[src/rtl/instr_encoder_loader.sv]
// Packs opcode/dest/src/imm field tuples into 16-bit instruction words and streams them through a
// small FIFO into program memory at consecutive addresses. Optional macro: INSTR_CHECKSUM_EN.
module instr_encoder_loader #(
  parameter int unsigned DATA_WIDTH = 16,
  parameter int unsigned ADDR_WIDTH = 8,
  parameter int unsigned FIFO_DEPTH = 4
) (
  input  logic                  clk,
  input  logic                  reset,
  input  logic                  start,
  input  logic [ADDR_WIDTH-1:0] base_addr,
  input  logic                  in_valid,
  output logic                  in_ready,
  input  logic                  in_fmt,
  input  logic [3:0]            in_opcode,
  input  logic [3:0]            in_dest,
  input  logic [3:0]            in_src,
  input  logic [7:0]            in_imm,
  input  logic                  in_last,
  output logic                  mem_we,
  output logic [ADDR_WIDTH-1:0] mem_addr,
  output logic [DATA_WIDTH-1:0] mem_wdata,
  input  logic                  mem_ready,
  output logic                  busy,
  output logic                  done,
  output logic [ADDR_WIDTH:0]   word_count,
  output logic                  wrap_err
`ifdef INSTR_CHECKSUM_EN
  ,
  output logic [15:0]           checksum
`endif
);

  localparam int unsigned PtrW = $clog2(FIFO_DEPTH);

  typedef enum logic [1:0] {StIdle, StLoad, StDrain, StDone} state_e;

  state_e r_state, w_state_next;

  logic [DATA_WIDTH-1:0] r_fifo [FIFO_DEPTH];
  logic [PtrW:0]         r_wr_ptr, r_rd_ptr;
  logic [PtrW:0]         w_count;
  logic                  w_full, w_empty;
  logic                  w_push, w_pop, w_start;
  logic [DATA_WIDTH-1:0] w_word;
  logic [ADDR_WIDTH-1:0] r_mem_addr;
  logic [ADDR_WIDTH:0]   r_word_count;
  logic                  r_wrap_err;

  assign w_count = r_wr_ptr - r_rd_ptr;
  assign w_empty = (r_wr_ptr == r_rd_ptr);
  assign w_full  = (w_count == (PtrW+1)'(FIFO_DEPTH));
  assign w_start = start && (r_state == StIdle);
  assign w_push  = in_valid && in_ready;
  assign w_pop   = mem_we && mem_ready;

  // R-form keeps only the low nibble of the immediate below the source field.
  assign w_word = in_fmt ? {in_opcode, in_dest, in_imm}
                         : {in_opcode, in_dest, in_src, in_imm[3:0]};

  always_comb begin
    w_state_next = r_state;
    in_ready     = 1'b0;
    mem_we       = 1'b0;
    busy         = 1'b1;
    done         = 1'b0;
    unique case (r_state)
      StIdle: begin
        busy = 1'b0;
        if (start) w_state_next = StLoad;
      end
      StLoad: begin
        in_ready = !w_full;
        mem_we   = !w_empty;
        if (in_valid && !w_full && in_last) w_state_next = StDrain;
      end
      StDrain: begin
        mem_we = !w_empty;
        if (w_empty || (w_pop && w_count == (PtrW+1)'(1))) w_state_next = StDone;
      end
      StDone: begin
        done         = 1'b1;
        w_state_next = StIdle;
      end
      default: w_state_next = StIdle;
    endcase
  end

  always_ff @(posedge clk or posedge reset) begin
    if (reset) r_state <= StIdle;
    else       r_state <= w_state_next;
  end

  always_ff @(posedge clk or posedge reset) begin
    if (reset) begin
      r_wr_ptr <= '0;
      r_rd_ptr <= '0;
      for (int i = 0; i < FIFO_DEPTH; i++) r_fifo[i] <= '0;
    end else begin
      if (w_push) begin
        r_fifo[r_wr_ptr[PtrW-1:0]] <= w_word;
        r_wr_ptr                   <= r_wr_ptr + 1'b1;
      end
      if (w_pop) r_rd_ptr <= r_rd_ptr + 1'b1;
    end
  end

  assign mem_wdata = r_fifo[r_rd_ptr[PtrW-1:0]];

  always_ff @(posedge clk or posedge reset) begin
    if (reset) begin
      r_mem_addr   <= '0;
      r_word_count <= '0;
      r_wrap_err   <= 1'b0;
    end else if (w_start) begin
      r_mem_addr   <= base_addr;
      r_word_count <= '0;
      r_wrap_err   <= 1'b0;
    end else if (w_pop) begin
      r_mem_addr   <= r_mem_addr + 1'b1;
      r_word_count <= r_word_count + 1'b1;
      if (r_mem_addr == {ADDR_WIDTH{1'b1}}) r_wrap_err <= 1'b1;
    end
  end

  assign mem_addr   = r_mem_addr;
  assign word_count = r_word_count;
  assign wrap_err   = r_wrap_err;

`ifdef INSTR_CHECKSUM_EN
  logic [15:0] r_checksum;

  always_ff @(posedge clk or posedge reset) begin
    if (reset)        r_checksum <= '0;
    else if (w_start) r_checksum <= '0;
    else if (w_pop)   r_checksum <= r_checksum ^ mem_wdata[15:0];
  end

  assign checksum = r_checksum;
`endif

endmodule
[config.mk]
export PLATFORM = sky130hd
export DESIGN_NAME = instr_encoder_loader
export DESIGN_NICKNAME = d
export VERILOG_FILES = /design/src/rtl/instr_encoder_loader.sv
export SDC_FILE = /design/constraint.sdc
export NUM_CORES = 1
export LEC_CHECK = 0
export CORE_MARGIN = 3
export CORE_UTILIZATION = 50
export CTS_BUF_LIST = sky130_fd_sc_hd__clkbuf_2
export DETAILED_ROUTE_END_ITERATION = 7
export PLACE_DENSITY = 0.77
export SYNTH_ARGS = -nofsm -noshare
export SYNTH_HDL_FRONTEND = slang
export SYNTH_SLANG_ARGS = --single-unit
[constraint.sdc]
create_clock -name clk -period 2.36 [get_ports clk]
set_input_delay 0.236 -clock clk [delete_from_list [all_inputs] [get_ports clk]]
set_output_delay 0.236 -clock clk [all_outputs]
set_load 0.1 [all_outputs]
==> qor.yml <==
status:
  status: "finished, violations left"
  violations: "negative setup slack"
setup_path:
  path_delay_family: "adder cells"
  startpoint_type: "flip-flop"
  r2r-start: "r_wr_ptr[0]$_DFFE_PP0P_"
  critical_path_class: "flip-flop to primary output"
  required_ns: 2.12
  rr_worst_depth: 8
  arrival_ns: 2.22
  slowest_delay_ns: 0.43
  worstReg2RegEnd: "r_state[1]$_DFFE_PP0P_"
  crit_buf_inv: 2
  cp_max_fo: 2
  critical_path.cell_chain: "inv_2 -> ha_4 -> fa_2 -> xor3_2 -> a21boi_4 -> buf_12"
  crit_start: "r_wr_ptr[0]$_DFFE_PP0P_"
  reg2reg_slack_ns: -0.03
  crit_end: "in_ready"
  path_depth: 6
  cp_slowest_cell: "dfrtp_1"
  cp-end-kind: "primary output"
placed_design:
  port_buffers: 72
  gp_congestion: 0.807
  placedCellCount: 509
  pre_cts_slack_ns: 0.0322
  dp_hpwl_microns: 6360
  placed_cell_area_sq_um: 5440
yosys:
  synth.avg_cell_area_sq_um: 12.8
  synth_simple_gate_area_share: 0.0699
  synth_fa_ha_area_frac: 0.0449
  syn-num-nets: 389
  netlist_instances: 339
  ys_types: 45
  synth_top_family_by_area: "multiplexers"
  synth_compound_area_frac: 0.0805
  yosysSeqAreaShare: 0.518
  synth_xor_area_frac: 0.0357
  yosys-mux-area-fraction: 0.226
  ys_ff_latch: 90
  syn_area_sq_um: 4350
  yosys_warnings: 0
sta:
  drv_slew: 0
  min_period_ns: 2.46
  fmax_ghz: 0.407
  relSlewSlack: 0.599
  worst-slew-pin-transition_ns: 0.597
  worst_hold_slack_ns: 0.0843
  period_share: 1.04
  hold_viol_final: 0
  rsz0062_at_grt: "yes"
  setup_viol: 2
  fin_skew_ns: 0.0580
  post-route-worst-setup-slack_ns: -0.0969
route:
  avgRoutedWirePerCell_microns: 17.5
  drt_wl_total_microns: 9400
  drc: 0
  ant_nets: 0
  via_per_inst: 5.54
  drt-pass1-iter-count: 4
  first_iter_violations: 141
  vias: 2969
floorplanning:
  core_sq_um: 8340
  rows: 33
  io_pins: 73
  die_y_microns: 99.3
  die_x_microns: 99.3
  start_util: 0.522
  fp.dieArea_sq_um: 9860
grt:
  grt_max_degree: 64
  grt_pass1_vias: 3088
  grtUsageTotal: 0.196
  grt_overflow: 0
  antenna_found_initial: 0
  grt_pass1_wl_microns: 15500
cells_and_area:
  n_fill_cell: 626
  num_antenna_cells: 0
  final_cells: 536
  area_growth_pct: 30.9
  design_area_sq_um: 5690
  drive_gt1_frac: 0.369
  final_cell_mix: "90 x dfrtp_1, 48 x mux2_2, 34 x clkdlybuf4s50_1"
  nNetsFinal: 476
  layout_commonest_cell: "dfrtp_1"
cts:
  clockBufferDepth: 2
  path_clk_slew_ns: 0.30
  cts.sinks: 90
  htreeDepth: 3
  insertion_delay_ns: 0.55
  root_buffer: "clkbuf_2"
  cts_tree: "done"
  cts_buffers: 9
hold_path:
  worstHoldPathType: "input pin to asynchronous set/reset pin"
job:
  maxCapViolations: 0
-- sequential cells by signal, summed over array words and instances, names as in the netlist --
| register | count |
|---|---|
| r_rd_ptr | 3 |
| mem_addr | 8 |
| word_count | 9 |
| wrap_err | 1 |
| r_wr_ptr | 3 |
| r_state | 2 |
| r_fifo | 64 |
-- repair_timing --
item | in CTS | in global routing
hold buffers | 0 | 0
endpoints found under the setup margin | 2 | 19
setup buffers | 5 | 4
resized for setup | 4 | 7
cloned | 0 | 2
pin swaps | 1 | 0
endpoints found under the hold margin | 0 | 0
-- kinds of logic (layout without fill, tap and decap cells) --
logic type,Yosys count,in the layout
flip-flops,90,90
multiplexers,72,72
AND/OR/NAND/NOR,65,65
AO/OA/AOI/OAI,56,56
buffers and inverters,26,118
adder cells (fa/ha/maj),15,15
XOR/XNOR,15,15
-- metal layers --
layer / GRT usage / vias to the layer above / share of wire
met5: 0 / - / 0
met4: 0.0452 / 0 / 0.0085
met3: 0.0358 / 6 / 0.040
met2: 0.333 / 63 / 0.51
met1: 0.265 / 1497 / 0.44
li1: - / 1403 / -
-- area by class of cell --
cell class / instances / area, sq um / share of cell area
inverter: 10 / 41.3 / 0.00725
timing repair buffer: 92 / 1110 / 0.195
clock inverter: 7 / 58.8 / 0.0103
clock buffer: 9 / 45.0 / 0.00791
sequential: 90 / 2250 / 0.396
tap: 105 / 131 / 0.0231
multi-input combinational: 223 / 2050 / 0.361
-- cell usage after synthesis (all sizes together) --
cell	number	area, sq um
o211ai	3	27.5
nor2	27	101
o21a	1	7.51
buf	13	60.1
clkbuf	3	12.5
o2111ai	2	23.8
mux2	50	563
a211oi	1	7.51
a21boi	3	22.5
a22oi	1	7.51
nand3	7	35.0
nor2b	1	6.26
o21ai	11	55.1
a31oi	4	25.0
a2111oi	2	17.5
or4	2	15.0
a21oi	24	124
mux4	16	360
nor3	1	5.00
nor4b	1	8.76
ha	14	175
a31o	1	8.76
and2	7	43.8
or3	4	27.5
dfrtp	90	2250
o31ai	2	15.0
fa	1	20.0
xor3	1	25.0
nand4	2	12.5
xor2	6	60.1
xnor2	8	70.1
mux2i	6	60.1
nand2	13	48.8
inv	10	37.5
a311oi	1	8.76
-- worst reg2reg max path, stage by stage (launching register included) --
cell and delay (ns):
dfrtp_1 0.43, inv_2 0.07, ha_4 0.16, fa_2 0.34
xor3_2 0.29, buf_4 0.20, a311oi_1 0.33, o21ai_1 0.17
mux2_1 0.33
-- per-stage QoR --
stage / TNS (ns) / utilization
floorplan: -0.230 / -
global placement: 0 / 0.652
detailed placement: 0 / 0.652
CTS: -0.142 / 0.671
global route: -0.357 / 0.683
finish: -0.126 / 0.683
-- worst min-delay path by stage --
stage	end	cells past startpoint	startpoint
detailed placement	r_fifo[58]$_DFFE_PP0P_	1	r_fifo[58]$_DFFE_PP0P_
global placement	r_fifo[28]$_DFFE_PP0P_	1	r_fifo[28]$_DFFE_PP0P_
global route	r_fifo[32]$_DFFE_PP0P_	3	reset
floorplan	mem_addr[0]$_DFFE_PP0P_	2	base_addr[0]
CTS	r_fifo[36]$_DFFE_PP0P_	3	reset
finish	r_fifo[36]$_DFFE_PP0P_	3	reset
Power is left out: the tool's default activity adds up to more than one toggle a clock period on the data nets, which glitch-free logic cannot reach.
